File: src/rtl/temp_bcd_converter.sv
`default_nettype none
// ============================================================================
// Module   : temp_bcd_converter
// Function : Clamped binary temperature to three BCD digits (double dabble),
//            optionally held back until the next video frame start.
// Revision : 1.0
// ============================================================================
module temp_bcd_converter #(
    parameter int          IN_WIDTH   = 10,
    parameter int unsigned FRAME_SYNC = 1
) (
    input  logic                clk,
    input  logic                rst_n,
    input  logic [IN_WIDTH-1:0] temp_raw,
    input  logic                temp_valid,
    input  logic                frame_start,
    output logic                busy,
    output logic [3:0]          temp_value_100,
    output logic [3:0]          temp_value_10,
    output logic [3:0]          temp_value_1,
    output logic                overflow,
    output logic                done
);

    localparam logic [9:0] c_MAX_VALUE = 10'd999;
    localparam logic [3:0] c_LAST_ITER = 4'(IN_WIDTH - 1);

    typedef enum logic [1:0] {
        S_IDLE  = 2'd0,
        S_SHIFT = 2'd1,
        S_LOAD  = 2'd2
    } state_t;

    state_t                r_state;
    logic [IN_WIDTH-1:0]   r_bin;
    logic [11:0]           r_bcd;
    logic [3:0]            r_cnt;
    logic                  r_ovf_next;

    logic [9:0]            w_raw_ext;
    logic [9:0]            w_clamped;
    logic                  w_ovf;
    logic [11:0]           w_bcd_adj;
    logic                  w_load_go;

    function automatic logic [3:0] add3(input logic [3:0] nib);
        return (nib >= 4'd5) ? nib + 4'd3 : nib;
    endfunction

    // Clamp is done at 10 bits so narrower inputs can never trip it.
    assign w_raw_ext = 10'(temp_raw);
    assign w_ovf     = (w_raw_ext > c_MAX_VALUE);
    assign w_clamped = w_ovf ? c_MAX_VALUE : w_raw_ext;

    assign w_bcd_adj = {add3(r_bcd[11:8]), add3(r_bcd[7:4]), add3(r_bcd[3:0])};
    assign w_load_go = (FRAME_SYNC == 0) || frame_start;

    assign busy = (r_state != S_IDLE);

    always_ff @(posedge clk or negedge rst_n) begin
        if (!rst_n) begin
            r_state        <= S_IDLE;
            r_bin          <= '0;
            r_bcd          <= '0;
            r_cnt          <= '0;
            r_ovf_next     <= 1'b0;
            temp_value_100 <= 4'd0;
            temp_value_10  <= 4'd0;
            temp_value_1   <= 4'd0;
            overflow       <= 1'b0;
            done           <= 1'b0;
        end else begin
            done <= 1'b0;
            case (r_state)
                S_IDLE: begin
                    if (temp_valid) begin
                        r_bin      <= w_clamped[IN_WIDTH-1:0];
                        r_ovf_next <= w_ovf;
                        r_bcd      <= '0;
                        r_cnt      <= '0;
                        r_state    <= S_SHIFT;
                    end
                end
                S_SHIFT: begin
                    r_bcd <= {w_bcd_adj[10:0], r_bin[IN_WIDTH-1]};
                    r_bin <= {r_bin[IN_WIDTH-2:0], 1'b0};
                    r_cnt <= r_cnt + 4'd1;
                    if (r_cnt == c_LAST_ITER) begin
                        r_state <= S_LOAD;
                    end
                end
                S_LOAD: begin
                    // All digits and the flag move together so the renderer never sees a mix.
                    if (w_load_go) begin
                        temp_value_100 <= r_bcd[11:8];
                        temp_value_10  <= r_bcd[7:4];
                        temp_value_1   <= r_bcd[3:0];
                        overflow       <= r_ovf_next;
                        done           <= 1'b1;
                        r_state        <= S_IDLE;
                    end
                end
                default: begin
                    r_state <= S_IDLE;
                end
            endcase
        end
    end

endmodule
`default_nettype wire

File: config.mk
export PLATFORM = sky130hd
export DESIGN_NAME = temp_bcd_converter
export DESIGN_NICKNAME = d
export VERILOG_FILES = /design/src/rtl/temp_bcd_converter.sv
export SDC_FILE = /design/constraint.sdc
export NUM_CORES = 1
export LEC_CHECK = 0
export ABC_AREA = 1
export BUFFER_PORTS_ARGS = -buffer_cell sky130_fd_sc_hd__buf_2
export CELL_PAD_IN_SITES_DETAIL_PLACEMENT = 0
export CELL_PAD_IN_SITES_GLOBAL_PLACEMENT = 1
export CORE_UTILIZATION = 45
export DETAILED_ROUTE_END_ITERATION = 16
export PLACE_DENSITY = 0.93
export SYNTH_ARGS = -nofsm -noshare
export SYNTH_HDL_FRONTEND = slang
export SYNTH_SLANG_ARGS = --single-unit
export TNS_END_PERCENT = 10
File: constraint.sdc
create_clock -name clk -period 2.55 [get_ports clk]
set_clock_uncertainty 0.15 [all_clocks]
set_input_delay 0.51 -clock clk [delete_from_list [all_inputs] [get_ports clk]]
set_output_delay 0.51 -clock clk [all_outputs]
set_load 0.05 [all_outputs]
### Word-level counts from Yosys, hierarchy flattened

Cells that the tools add are included.

* bits in registers: 43
* output and inout bits: 15
* input port bits: 14

* $add $sub $neg: 4
* reductions and logical operators: 7
* $lt $le $gt $ge: 4
* eq/ne operators: 6
* mux-type cells: 16

Operators by type and width (count)
* $pmux W12 S2: 1
* $mux W10: 2
* $pmux W10 S2: 1
* $ge A4 B3 Y1 const B: 3
* $mux W12: 1
* $mux W4: 3
* $gt A10 B10 Y1 const B: 1
* $add A4 B2 Y4 const B: 2
* $pmux W4 S2: 1
* $mux W2: 3
* $ne A2 B2 Y1 const B: 3
* $pmux W2 S3: 1
* $reduce_and A2 Y1: 3
* $add A4 B1 Y4 const B: 1
* $eq A4 B4 Y1 const B: 1
* $reduce_bool A2 Y1: 2
* $add A3 B2 Y3 const B: 1
* $mux W3: 1
* $reduce_and A3 Y1: 1
* $eq A2 B1 Y1 const B: 1
* $eq A2 B2 Y1 const B: 1
* $logic_not A2 Y1: 1
* $mux W1: 2

### Logic depth before layout (Yosys ltp)

Gate-level depths: netlist of the first run.

* word-level depth: 4
* mapped depth: 9
* gate-level depth less buffers: 9

### Worst setup path before layout of the first run

OpenSTA, ideal clock, no wires.

* kind: register to register
* from: reg r_state[0]
* to: reg r_cnt[3]
* data arrival time: 1.171 ns
* required time: 2.281 ns
* slack: 1.111 ns
* setup time: 0.119 ns
* stages on the path, launching flop included: 6
* period minus slack after synthesis: 1.439 ns
* cells stage by stage: dfrtp_1 inv_2 nand2_2 nor2_4 nor2_1 o21a_1

* longest elaborated chain between the ends: 3
* elaborated cells on any way between the ends: 6
* those cells by class: eq/ne (2); mux (1); reduce/logical (3)

Ends and longest elaborated chain
* from (decl): RTL line 34 `state_t r_state;`
* from (signal assigned): RTL line 62 `r_state <= S_IDLE;`
* from (signal assigned): RTL line 81 `r_state <= S_SHIFT;`
* from (signal assigned): RTL line 89 `r_state <= S_LOAD;`
* $eq A2 B1 Y1 or $logic_not A2 Y1 (tied branches): RTL line 74 `case (r_state)`
* $reduce_bool A2 Y1 (no line) or $ne A2 B2 Y1 (tied branches)
* $reduce_and A2 Y1 (no line)
* to (signal assigned): RTL line 87 `r_cnt <= r_cnt + 4'd1;`
* to (decl): RTL line 37 `logic [3:0] r_cnt;`

Parallel ways exist; a longest one is shown, timed or not.
A chain may end at the register's enable or synchronous reset.

### Worst setup path in the final report of the first run

* from: reg r_state[0]
* to: out busy

* longest elaborated chain between the ends: 1

Ends and longest elaborated chain
* $reduce_bool A2 Y1: RTL line 58 `assign busy = (r_state != S_IDLE);`
* to (decl): RTL line 17 `output logic busy,`

Every way passes these cells.

==> impl.org, run 1 <==
** Run status
- Outcome :: finished, final reports clean

** Timing
- Tightest slew margin relative to the limit :: around 64%
- Hold timing on the final database bottoms out at a slack of around 0.13 ns.
- Final-layout setup total negative slack :: 0 ns
- Transition time of the tightest slew-check pin :: 0.539 ns
- Max-slew violations :: 0
- Time the worst path needs with I/O delays and setup :: around 1.9 ns
- Final cycle utilization of the critical path :: just over 70%
- Count of endpoints failing setup in the final report :: 0
- Setup repair after global routing left no endpoint under its margin.
- Hold Fails Final Rpt :: 0
- For this run, the top clock speed supported by timing is 539 MHz.

** Global route
- Number of global-route vias before repair :: roughly 1500
- The number of antenna violations at the first check in global routing came to 0.
- Entering global routing, the biggest net connects 44 pins.
- Global-route wire length before repair :: approximately 6700 um
- Global routing used between 10% and 20% of the available tracks.
- Total gr overflow :: 0

** Drt
- Detailed-route via count :: 1639
- Antenna violation net count after detailed routing :: 0
- After the first detailed-routing iteration, the DRC count stood at between 100 and 150.
- DRT Wirelength :: ~3800 um
- Ratio of routed vias to standard cells :: 4.97
- Detailed-route DRC error count :: 0
- First-pass iteration count of the detailed router :: 4
- Drt wl/cell :: 11.5 um

** Pwr
- The analysis attributes to cell leakage a power of 1.23 nW.
- PwrDens :: about 1400 mW/mm2
- Worst vdd rail ir drop :: 498 uV
- Clock network fraction of total power :: a little over an eighth
- Combinational logic is responsible for roughly half of the overall power.
- Switching share of power :: 47.9%
- The design draws roughly 3.2 mW.
- Power dissipated by switching net loads :: 1.52 mW
- Sequential share of power :: a little under two fifths
- Internal power comes to 1.66 mW.

** Finish
- Cells fill a little over half of the core in the end.
- In the final layout, the share of cells above drive strength 1 is approximately 17%.
- Number of fill cells :: roughly 430
- Area growth from synthesis to layout :: 13.6%
- The number of antenna diodes in the final layout is 0.
- # nets final :: 299
- Final instance area :: ~0.0023 mm2

** Clock network
- Latest clock arrival within the worst-skew pair :: 0.30 ns
- In this run, post-CTS hold repair placed 0 buffers.
- TritonCTS built the clock tree.
- Post-CTS setup buffer count :: 0
- No sink is reached through more buffers than the 2 on the longest clock path.
- Number of buffers created by CTS :: 5
- Cell at the root of the clock tree :: clkbuf_8
- Number of sinks on the clock net :: between 40 and 50
- The clock tree synthesis step divided the H-tree into 2 levels.
- Total of cells resized after clock tree synthesis :: 0
- Clock-pin slew was measured on the worst setup and hold paths at ~0.080 ns.

** Worst setup path
- STA classifies the critical path endpoint as an output port.
- Reg2Reg Setup Slack :: around 1.0 ns
- Data on the critical path arrives at its endpoint at approximately 1.2 ns.
- Launching instance or port of the critical path :: r_state[0]
- Along the worst path, the maximum fanout reaches 4.
- In this run the critical register-to-register path is captured at r_bcd[3].
- Critical path destination :: busy
- The worst register-to-register path has a depth of 3.
- Setup CP Type :: flop to output port
- Data on the critical path is required at its endpoint by between 1.5 and 2 ns.
- In this run the critical register-to-register path is launched from r_state[0].
- The worst setup path is launched from a flop.

** Hold path
- Worst hold-check path type :: primary input to asynchronous set/reset pin

** Synth
- Counting every instance in the synthesized netlist gives roughly 250.
- #FFs+latches synth :: 43
- Summing every instance area after synthesis gives between 0.002 and 0.0025 mm2.
- Counting distinct cell types in the post-synthesis netlist gives 24.
- Sequential area share after synthesis :: 52.3%
- The Yosys step of the flow raised 0 warnings.
- Syn Nets :: between 200 and 300
- Dividing the synthesized area by the synthesized cell count gives roughly 8.4 um2.

** Placed design
- Post-DP HPWL :: approximately 2700 um
- At the end of routability-driven placement, the weighted congestion stood at 0.820.
- Input and output buffers added on the ports amount to 28.
- After detailed placement, the total cell area comes to around 0.0022 mm2.

** Floorplanning
- For this design the top-level I/O count stands at 29.
- The die covers 0.00485 mm2.
- The floorplan has 24 rows.
- Measured along the x axis, the die boundary spans between 60 and 70 um.
- DIE HEIGHT :: around 70 um
- Initial core utilization :: between 40 and 50%
- The core region is 0.00438 mm2.

** Job
- Count of maximum capacitance violations :: 0
-- flip-flops by register name, summed over array words and instances (netlist names) --
signal / cells
r_ovf_next: 1
r_bcd: 12
temp_value_1: 4
overflow: 1
r_bin: 10
done: 1
r_state: 2
temp_value_10: 4
r_cnt: 4
temp_value_100: 4
-- layout by cell type, fill, tap and decap left out --
cell type,n
o22ai_1,3
nand4_1,6
inv_1,25
nand2_1,82
nand3_1,22
dfrtp_1,43
clkbuf_8,5
nand2_4,1
buf_4,3
nor2_1,9
o21ai_1,5
o21a_1,1
clkinv_2,1
inv_2,3
a22oi_1,2
a21oi_1,3
o31ai_1,1
nand2_2,1
buf_2,28
clkinvlp_4,2
nor2_4,1
nand3_2,1
o21ai_0,20
a31oi_1,1
ha_1,8
nand3_4,1
-- metrics by stage --
stage / cells / setup slack, ns
after floorplan: 245 / 1.11
after global placement: 322 / 0.933
after detailed placement: 322 / 0.845
after CTS: 330 / 0.683
after global routing: 330 / 0.643
final: 330 / 0.695
-- power groups by stage --
stage,registers (mW),clock network [mW],logic (mW)
after floorplan,1.54,0,0.885
after global placement,1.19,0,1.55
after detailed placement,1.20,0,1.57
after CTS,1.18,0.444,1.58
after global routing,1.22,0.473,1.78
final,1.18,0.433,1.56
-- worst min-delay path by stage --
stage                          start               end  cells after the start
floorplan                      rst_n              done                      0
global placement            overflow          overflow                      2
detailed placement  temp_value_10[0]  temp_value_10[0]                      2
CTS                            rst_n   temp_value_1[2]                      2
global route                   rst_n   temp_value_1[2]                      2
finish                         rst_n  temp_value_10[1]                      2
-- cells by family (layout without fill, tap and decap cells) --
| family | count (synthesis) | after routing | share of synthesized area [%] |
|---|---|---|---|
| AND/OR/NAND/NOR | 124 | 124 | 26.5 |
| flip-flops | 43 | 43 | 52.3 |
| AO/OA/AOI/OAI | 36 | 36 | 9.48 |
| buffers and inverters | 34 | 67 | 6.87 |
| adder cells (fa/ha/maj) | 8 | 8 | 4.86 |
-- metal layers --
layer | vias up | wire length, um | GRT usage [%]
met5 | - | 0 | 0
met3 | 7 | 150 | 3.92
li1 | 852 | - | -
met2 | 43 | 1610 | 26.5
met4 | 0 | 57 | 6.22
met1 | 737 | 1970 | 24.5
-- final cells by class --
type / instances / area [um2] / area share [%]
Multi-Input combinational cell: 168 / 841 / 36.0
Clock inverter: 3 / 20.0 / 0.856
Sequential cell: 43 / 1080 / 46.0
Timing Repair Buffer: 31 / 163 / 6.96
Inverter: 28 / 105 / 4.49
Tap cell: 52 / 65.1 / 2.78
Clock buffer: 5 / 68.8 / 2.94
-- critical path, stage by stage (launching register included) --
cell and delay, ns:
dfrtp_1 0.45, inv_2 0.09, nand2_2 0.10, buf_2 0.26
-- cells in the mapped netlist (all sizes together) --
cell type  count  area, um2
nor2          10       45.0
dfrtp         43       1080
a22oi          2       15.0
nand4          6       37.5
a21oi          3       15.0
o31ai          1       7.51
o21ai         25        125
clkbuf         1       5.00
nand2         84        325
o22ai          3       18.8
ha             8        100
a31oi          1       6.26
o21a           1       7.51
nand3         24        138
inv           28        105
buf            5       31.3
No activity file was read; power rests on OpenSTA's default activity.
==> run 2, diff against run 1 <==
- ABC_AREA: 1 -> 0
- CORE_UTILIZATION: 45 -> 39
- PLACE_DENSITY: 0.93 -> 0.84
- clock period: 2.55 -> 1.7 ns (I/O delays scaled with it)
==> run 2 against run 1 <==
- clock power grew 91%
- setup slack worse by 0.69 ns
- register-to-register slack got worse by 0.98 ns
- area after synthesis is 2.6% lower
- sequential share of layout area down 3.9 points
- non-clock buffer count grew 21
- combinational power increased by 53%
- critical path depth is the same
- wire length rose by 7.5%
- worst hold slack hardly changed
- critical endpoint unchanged
- largest cell class unchanged
==> impl.org, run 2 <==
** Run status
- Outcome :: finished, final reports clean

** Timing
- Max Clock Freq :: 588 MHz
- RSZ-0062 raised after global routing :: yes
- The worst-margin pin slew is 0.353 ns (-0.186 ns).
- The final number of max-transition violations came to 0 (unchanged).
- The worst-case hold slack was 0.127 ns (+0.000429 ns).
- In the finished design, the share of the clock period the worst path needs comes to roughly 100%.
- Final-layout setup total negative slack :: 0 ns (unchanged)
- The final setup violation count is 0 (unchanged).
- The hold violation count in the final report is 0 (unchanged).
- The routed design could run at a clock period as short as around 1.7 ns.
- The worst-case headroom to the max-slew limit came to 76.5% (+12 points).

** Floorplanning
- Core footprint :: 0.00485 mm2 (+11%)
- Number of cell rows :: 25 (+4.2%)
- The vertical die dimension was 73.7 um (+5.9%).
- Count of pins on the block boundary :: 29 (unchanged)
- The full die area is 0.00543 mm2 (+12%).
- Initial core utilization :: 41.4% (-5.6 points)
- Die span in x :: 73.7 um (+5.9%)

** Pwr
- Sequential share of power :: 35.1% (-2.1 points)
- The internal power component is 2.93 mW (+77%).
- Worst vdd rail ir drop :: 1160 uV (+130%)
- Sum of internal, switching and leakage power :: 4.96 mW (+56%)
- The leakage power summed over all cells is 1.27 nW (+2.7%).
- The clock share of power was 16.6% (+3.0 points).
- Combinational power share :: 48.2% (-1.0 points)
- The switching power was 2.03 mW (+33%).
- Switching share of power :: 40.9% (-7.0 points)
- The power density over cell area came to 1940 mW/mm2 (+43%).

** Drt
- The total DRC errors in the routed layout is 0 (unchanged).
- The initial DRC count is 71 (-47%).
- The antenna violation net count after detailed routing came to 0 (unchanged).
- Detailed-route via count :: 1612 (-1.6%)
- The sum of routed wire length over all layers came to 4070 um (+7.5%).
- Ratio of routed vias to standard cells :: 5.07 (+2.1%)
- Drt wl/cell :: 12.8 um (+12%)
- The number of iterations in the first detailed-routing pass came to 4 (unchanged).

** Synth
- Largest cells by area after synthesis :: dfrtp_1, nand2_1, ha_1
- Sequential area share after synthesis :: 53.6% (+1.4 points)
- The commonest cells after synthesis are dfrtp_1, nand2_1, o21ai_0.
- The number of enable-type register cells in the synthesized netlist is 0 (unchanged).
- The distinct cell type count of the synthesized netlist came to 35 (+46%).
- For this run, the leading register cell type out of synthesis is dfrtp_1.
- Most numerous cell in the Yosys netlist :: dfrtp_1
- The post-synthesis instance total is 201 (-18%).
- Yosys top cell area share :: 53.6% (+1.4 points)
- The total number of yosys warnings is 0 (unchanged).
- Summed over all instances, the cell type with the most area after synthesis is dfrtp_1.
- The synthesis-stage register bit count came to 43 (unchanged).
- Netlist area before placement :: 0.00201 mm2 (-2.6%)
- The number of nets produced by synthesis was 223 (-16%).
- The share of synthesized flip-flops with an asynchronous set or reset was 100% (unchanged).
- Avg Cell Area, Syn :: 9.98 um2 (+19%)

** Worst setup path
- The maximum fanout along the worst path is 10 (+6).
- CP max stage cell :: dfrtp_1
- The length in cells of the worst reg-to-reg path is 6 (+3).
- Data arrival time at the worst-slack endpoint :: 1.21 ns (about the same)
- Setup CP Type :: flop to output port
- Longest individual stage delay on the worst path :: 0.39 ns (-0.06 ns)
- Crit path cell chain :: buf_6 -> or2_4 -> buf_8
- Critical Path RT :: 1.21 ns (-0.68 ns)
- The worst setup path is launched from a flop.
- Endpoint kind of the worst setup timing path :: output port

** Global route
- The largest net degree at the start of global routing came to 44 (unchanged).
- The total global-route track usage was 17.8% (+0.34 points).
- Total gr overflow :: 0 (unchanged)
- Number of antenna violations at the first check in global routing :: 0 (unchanged)
- Global-route wire length before repair :: 7200 um (+7.5%)
- Number of global-route vias before repair :: 1518 (+0.13%)

** Clock network
- Number of sinks on the clock net :: 43 (unchanged)
- The tree is rooted in a clkbuf_8.
- CTS HTree Levels :: 2 (unchanged)
- Max Buffers Root-to-Sink :: 2 (unchanged)
- The clock buffer count from CTS is 5 (unchanged).
- Latest clock arrival within the worst-skew pair :: 0.30 ns (about the same)
- Clock-pin slew on the worst setup and hold paths :: 0.07 ns (about the same)
- TritonCTS clock tree :: done

** Finish
- Area growth from synthesis to layout :: 27.4%
- Antenna diodes :: 0 (unchanged)
- The post-route standard cell area excluding fillers is 0.00256 mm2 (+9.3%).
- Most frequent cells in the layout :: dfrtp_1, nand2_1, buf_2, o21ai_0, buf_4
- The flip-flop count of the largest register, all copies and words added was 12 (unchanged).
- Ranked by flip-flop count, first place goes to r_bcd.
- The largest registers in the layout are r_bcd (12), r_bin (10).
- The layout cell share with drive strength beyond 1 was 27.5% (+11 points).
- The post-layout net count came to 272 (-9.0%).
- Number of fill cells :: 445 (+4.0%)
- The library cell used most frequently in the layout, excluding fill and tap cells, is dfrtp_1.

** Placed design
- Post-DP HPWL :: 2810 um (+5.0%)
- The number of buffers inserted by port buffering was 28 (unchanged).
- The final weighted congestion in routability-driven placement was 0.807 (-1.6%).
- Post-DP Area :: 0.00236 mm2 (+4.8%)

** Hold path
- The min-delay analysis places its worst path in the category primary input to flop.
- Count of cells along the worst hold path :: 3

** Job
- Count of maximum capacitance violations :: 0 (unchanged)
run 2: cell types whose count changed after synthesis, moves of 5 or more:
cell / before / now
o31ai_1: 1 / 6
nand2_1: 82 / 39
nand4_1: 6 / 1
o21ai_1: 5 / 0
inv_1: 25 / 7
nand3_1: 22 / 11
run 2: kinds of logic (layout without fill, tap and decap cells):
| kind of cell | after synthesis | after routing | synth area share (%) |
|---|---|---|---|
| DFF | 43 | 43 | 53.6 |
| muxes | 1 | 1 | 0.561 |
| xor gates and xnor gates | 5 | 5 | 2.18 |
| and+or+nand+nor | 79 | 79 | 18.8 |
| AOI/OAI and AO/OA | 47 | 47 | 15.3 |
| buffers and inverters | 18 | 68 | 4.49 |
| adders and majority gates | 8 | 8 | 4.99 |
run 2: power by group through the flow:
stage,registers [mW],clock network (mW),logic (mW)
6_report,1.74,0.825,2.39
5_1_grt,1.81,0.901,2.68
4_1_cts,1.73,0.849,2.37
3_5_place_dp,1.75,0,2.30
3_3_place_gp,1.74,0,2.25
2_1_floorplan,2.07,0,1.25
run 2: area by class of cell:
cell class,count,area [um2],area share [%]
sequential,43,1080,42.1
multi-input combinational,140,858,33.6
timing repair buffer,52,390,15.3
tap,67,83.8,3.28
clock buffer,6,82.6,3.23
clock inverter,2,35.0,1.37
inverter,8,30.0,1.17
run 2: final timing paths:
check,end,from,slack (ns)
setup / recovery,busy,r_state[0],0.0001
hold / removal,r_bin[3],temp_raw[3],0.13
setup reg to reg,r_bcd[6],r_state[1],0.05
hold reg to reg,temp_value_100[3],temp_value_100[3],0.32
max in group asynchronous,r_state[1],rst_n,0.80
min in group asynchronous,temp_value_10[3],rst_n,0.40
run 2: metal layers:
metal | global-route usage (%) | part of all wire (%) | vias up
met2 | 26.7 | 45 | 41
met1 | 24.7 | 49 | 771
met3 | 5.35 | 4.3 | 6
met5 | 0 | 0 | -
met4 | 5.13 | 1.2 | 0
li1 | - | - | 794
run 2: repair_timing:
| item | 4_1_cts | 5_1_grt |
|---|---|---|
| resized for setup | 6 | 6 |
| pin swaps | 1 | 0 |
| setup buffers | 3 | 0 |
| hold buffers | 1 | 0 |
| hold endpoints to repair | 43 | 0 |
| setup endpoints to repair | 1 | 9 |
run 2: critical path, delay by kind of cell (launching register included):
| family | cells | cell delay, ns |
|---|---|---|
| simple gates | 1 | 0.23 |
| buf+inv | 2 | 0.29 |
| flops | 1 | 0.39 |
run 2: stage by stage:
stage / worst slack [ns] / std cells / utilization (%)
finish: 0.000104 / 318 / 52.7
global route: -0.0425 / 318 / 52.7
CTS: -0.00932 / 318 / 52.4
detailed placement: 0.00957 / 306 / 48.6
global placement: 0.0444 / 306 / 48.6
floorplan: 0.0322 / 201 / -
==> run 3, diff against run 2 <==
- CORE_UTILIZATION: 39 -> 41
- CTS_BUF_LIST: default -> sky130_fd_sc_hd__clkbuf_8
- PLACE_DENSITY: 0.84 -> 0.87
==> run 3 against run 2 <==
- the flow now finishes with violations (negative setup slack)
- clock power shrank 24%
- global-route usage grew 0.062 points
- die area shrank 4.7%
- non-clock buffer count grew 3
- critical path depth is the same
- total power shrank 2.5%
- via count grew 0.74%
- flip-flop and latch count is the same
- utilization grew 1.2 points
==> impl.org, run 3 (synthesis gave the netlist of run 2 again) <==
** Finish
- Biggest register :: r_bcd
- In the layout the commonest cells are dfrtp_1, nand2_1, buf_2, buf_4, o21ai_0.
- The largest registers in the layout are r_bcd (12), r_bin (10).
- Area growth from synthesis to layout :: 26.9%
- The layout cell share with drive strength beyond 1 came to 29.1% (+1.6 points).
- The library cell used most frequently in the layout, excluding fill and tap cells, is dfrtp_1.
- # nets final :: 275 (+1.1%)
- Number of fill cells :: 430 (-3.4%)
- The post-route standard cell area excluding fillers was 0.00255 mm2 (-0.39%).
- Antenna diodes :: 0 (unchanged)
- The flip-flop count of the largest register, all copies and words added is 12 (unchanged).

** Timing
- Setup repair after global routing could not meet its margin everywhere.
- Count of endpoints failing setup in the final report :: 1 (+1)
- Time the worst path needs with I/O delays and setup :: 1.70 ns (+0.00342 ns)
- Final-layout setup total negative slack :: -0.00331 ns (-0.00331 ns)
- Max Clock Freq :: 587 MHz (-0.20%)
- Worst setup margin :: -0.00331 ns (-0.00342 ns)
- Transition time of the tightest slew-check pin :: 0.316 ns (-0.0363 ns)
- Hold Fails Final Rpt :: 0 (unchanged)
- The worst-case headroom to the max-slew limit is 78.9% (+2.4 points).
- The final period utilization came to 100% (+0.20 points).
- Max-slew violations :: 0 (unchanged)

** Worst setup path
- Setup CP Type :: flop to output port
- Critical path startpoint category :: flop
- Largest driver fanout on the critical path :: 6 (-4)
- Crit path cell chain :: buf_6 -> or2_4 -> buf_8
- The critical path depth is 3 (unchanged).
- Reg2Reg Setup Slack :: -0.003 ns (-0.05 ns)
- The endpoint arrival time on the critical path was 1.21 ns (about the same).
- The total buffers and inverters traversed by the critical path came to 2 (unchanged).
- Critical Path RT :: 1.21 ns (about the same)
- Grouping stages by cell kind, the critical path spends the most delay in flip-flops.
- Longest individual stage delay on the worst path :: 0.39 ns (about the same)
- Depth of the worst register-to-register path :: 5 (-1)
- Endpoint kind of the worst setup timing path :: output port
- CP max stage cell :: dfrtp_1

** Floorplanning
- The full die area is 0.00518 mm2 (-4.7%).
- Core footprint :: 0.00472 mm2 (-2.6%)
- The number of placement rows came to 25 (unchanged).
- Count of pins on the block boundary :: 29 (unchanged)
- The vertical die dimension is 71.9 um (-2.4%).
- Die span in x :: 71.9 um (-2.4%)
- The initial core utilization came to 42.5% (+1.1 points).

** Global route
- Met3 layer usage reported by global route :: 4.17% (-1.2 points)
- Number of antenna violations at the first check in global routing :: 0 (unchanged)
- The residual overflow from global routing came to 0 (unchanged).
- Met1 track utilization from global routing :: 24.1% (-0.67 points)
- Overall global routing resource usage :: 17.8% (+0.062 points)
- Pin count of the biggest net entering global routing :: 44 (unchanged)
- Global-route wire length before repair :: 7110 um (-1.2%)
- The met2 track demand over resource in global routing came to 28.7% (+2.0 points).
- Global-route layer with the greatest usage :: met2
- The number of global-route vias before repair is 1549 (+2.0%).

** Drt
- DRT Wirelength :: 4090 um (+0.52%)
- Drt wl/cell :: 12.8 um (-0.42%)
- Count of routing violations after the opening detailed-route iteration :: 82 (+15%)
- The total DRC errors in the routed layout came to 0 (unchanged).
- Antenna violation net count after detailed routing :: 0 (unchanged)
- The via count of the routed design is 1624 (+0.74%).
- The number of iterations in the first detailed-routing pass was 4 (unchanged).
- Ratio of routed vias to standard cells :: 5.06 (-0.20%)

** Clock network
- TritonCTS clock tree :: done
- Cell at the root of the clock tree :: clkbuf_8
- The clock edge transition at the registers on the reported setup and hold paths was 0.08 ns (about the same).
- Number of sinks on the clock net :: 43 (unchanged)
- The clock buffer count from CTS is 5 (unchanged).
- Max Buffers Root-to-Sink :: 2 (unchanged)
- CTS HTree Levels :: 2 (unchanged)
- The clock insertion delay at the later pin of the skew report was 0.30 ns (about the same).

** Pwr
- The power density over cell area came to 1900 mW/mm2 (-2.2%).
- Worst vdd rail ir drop :: 1010 uV (-13%)
- Static Leak :: 1.26 nW (-0.67%)

** Job
- The max-capacitance violation count was 0 (unchanged).

** Placed design
- The final weighted congestion in routability-driven placement is 0.788 (-2.4%).
- Post-DP Area :: 0.00234 mm2 (-0.53%)
- The number of buffers inserted by port buffering is 28 (unchanged).
- Post-DP HPWL :: 2820 um (+0.33%)

** Run status
- Violations in the final reports :: negative setup slack
- The flow ran to the end, but the final reports show violations.

** Hold path
- Worst hold-check path type :: primary input to flop
- Count of cells along the worst hold path :: 3 (unchanged)
-- run 3: power breakdown --
part | internal [mW] | switching, mW
combinational | 1.05 | 1.42
sequential | 1.44 | 0.300
clock | 0.281 | 0.343
-- run 3: timing repair --
action	CTS	global route
endpoints found under the hold margin	43	0
hold buffers	1	0
resized for setup	10	10
cloned	1	0
pin swaps	1	3
endpoints found under the setup margin	2	21
setup buffers	5	0
-- run 3: worst paths after layout --
path	start	to
max	r_state[0]	busy
min	temp_raw[3]	r_bin[3]
max reg2reg	r_state[1]	r_ovf_next
min reg2reg	temp_value_100[3]	temp_value_100[3]
max in group asynchronous	rst_n	r_state[0]
min in group asynchronous	rst_n	r_ovf_next
-- run 3: per-stage QoR --
stage	setup WS [ns]	power, mW	std cells	utilization, %	hold slack, ns
4_1_cts	-0.00561	4.79	321	53.3	0.132
5_1_grt	-0.0476	5.22	321	53.9	0.147
3_3_place_gp	0.0432	3.97	306	49.6	0.180
3_5_place_dp	0.0172	4.02	306	49.6	0.181
2_1_floorplan	0.0322	3.32	201	-	-0.106
6_report	-0.00331	4.84	321	53.9	0.133
-- run 3: tightest hold or removal path: cells and delay by family --
kind | cells | cell delay, ns
buffers and inverters | 1 | 0.09
AND/OR/NAND/NOR | 2 | 0.12
-- run 3: metal layers --
layer	up-vias	routed length, um
met1	781	2010
li1	802	-
met3	6	137
met5	-	0
met2	35	1910
met4	0	42
-- run 3: area by class of cell --
class	count	area (um2)	share of cell area, %
sequential	43	1080	42.3
timing repair buffer	55	395	15.5
tap	67	83.8	3.29
multi-input combinational	140	876	34.4
inverter	8	30.0	1.18
clock buffer	5	68.8	2.70
clock inverter	3	16.3	0.639
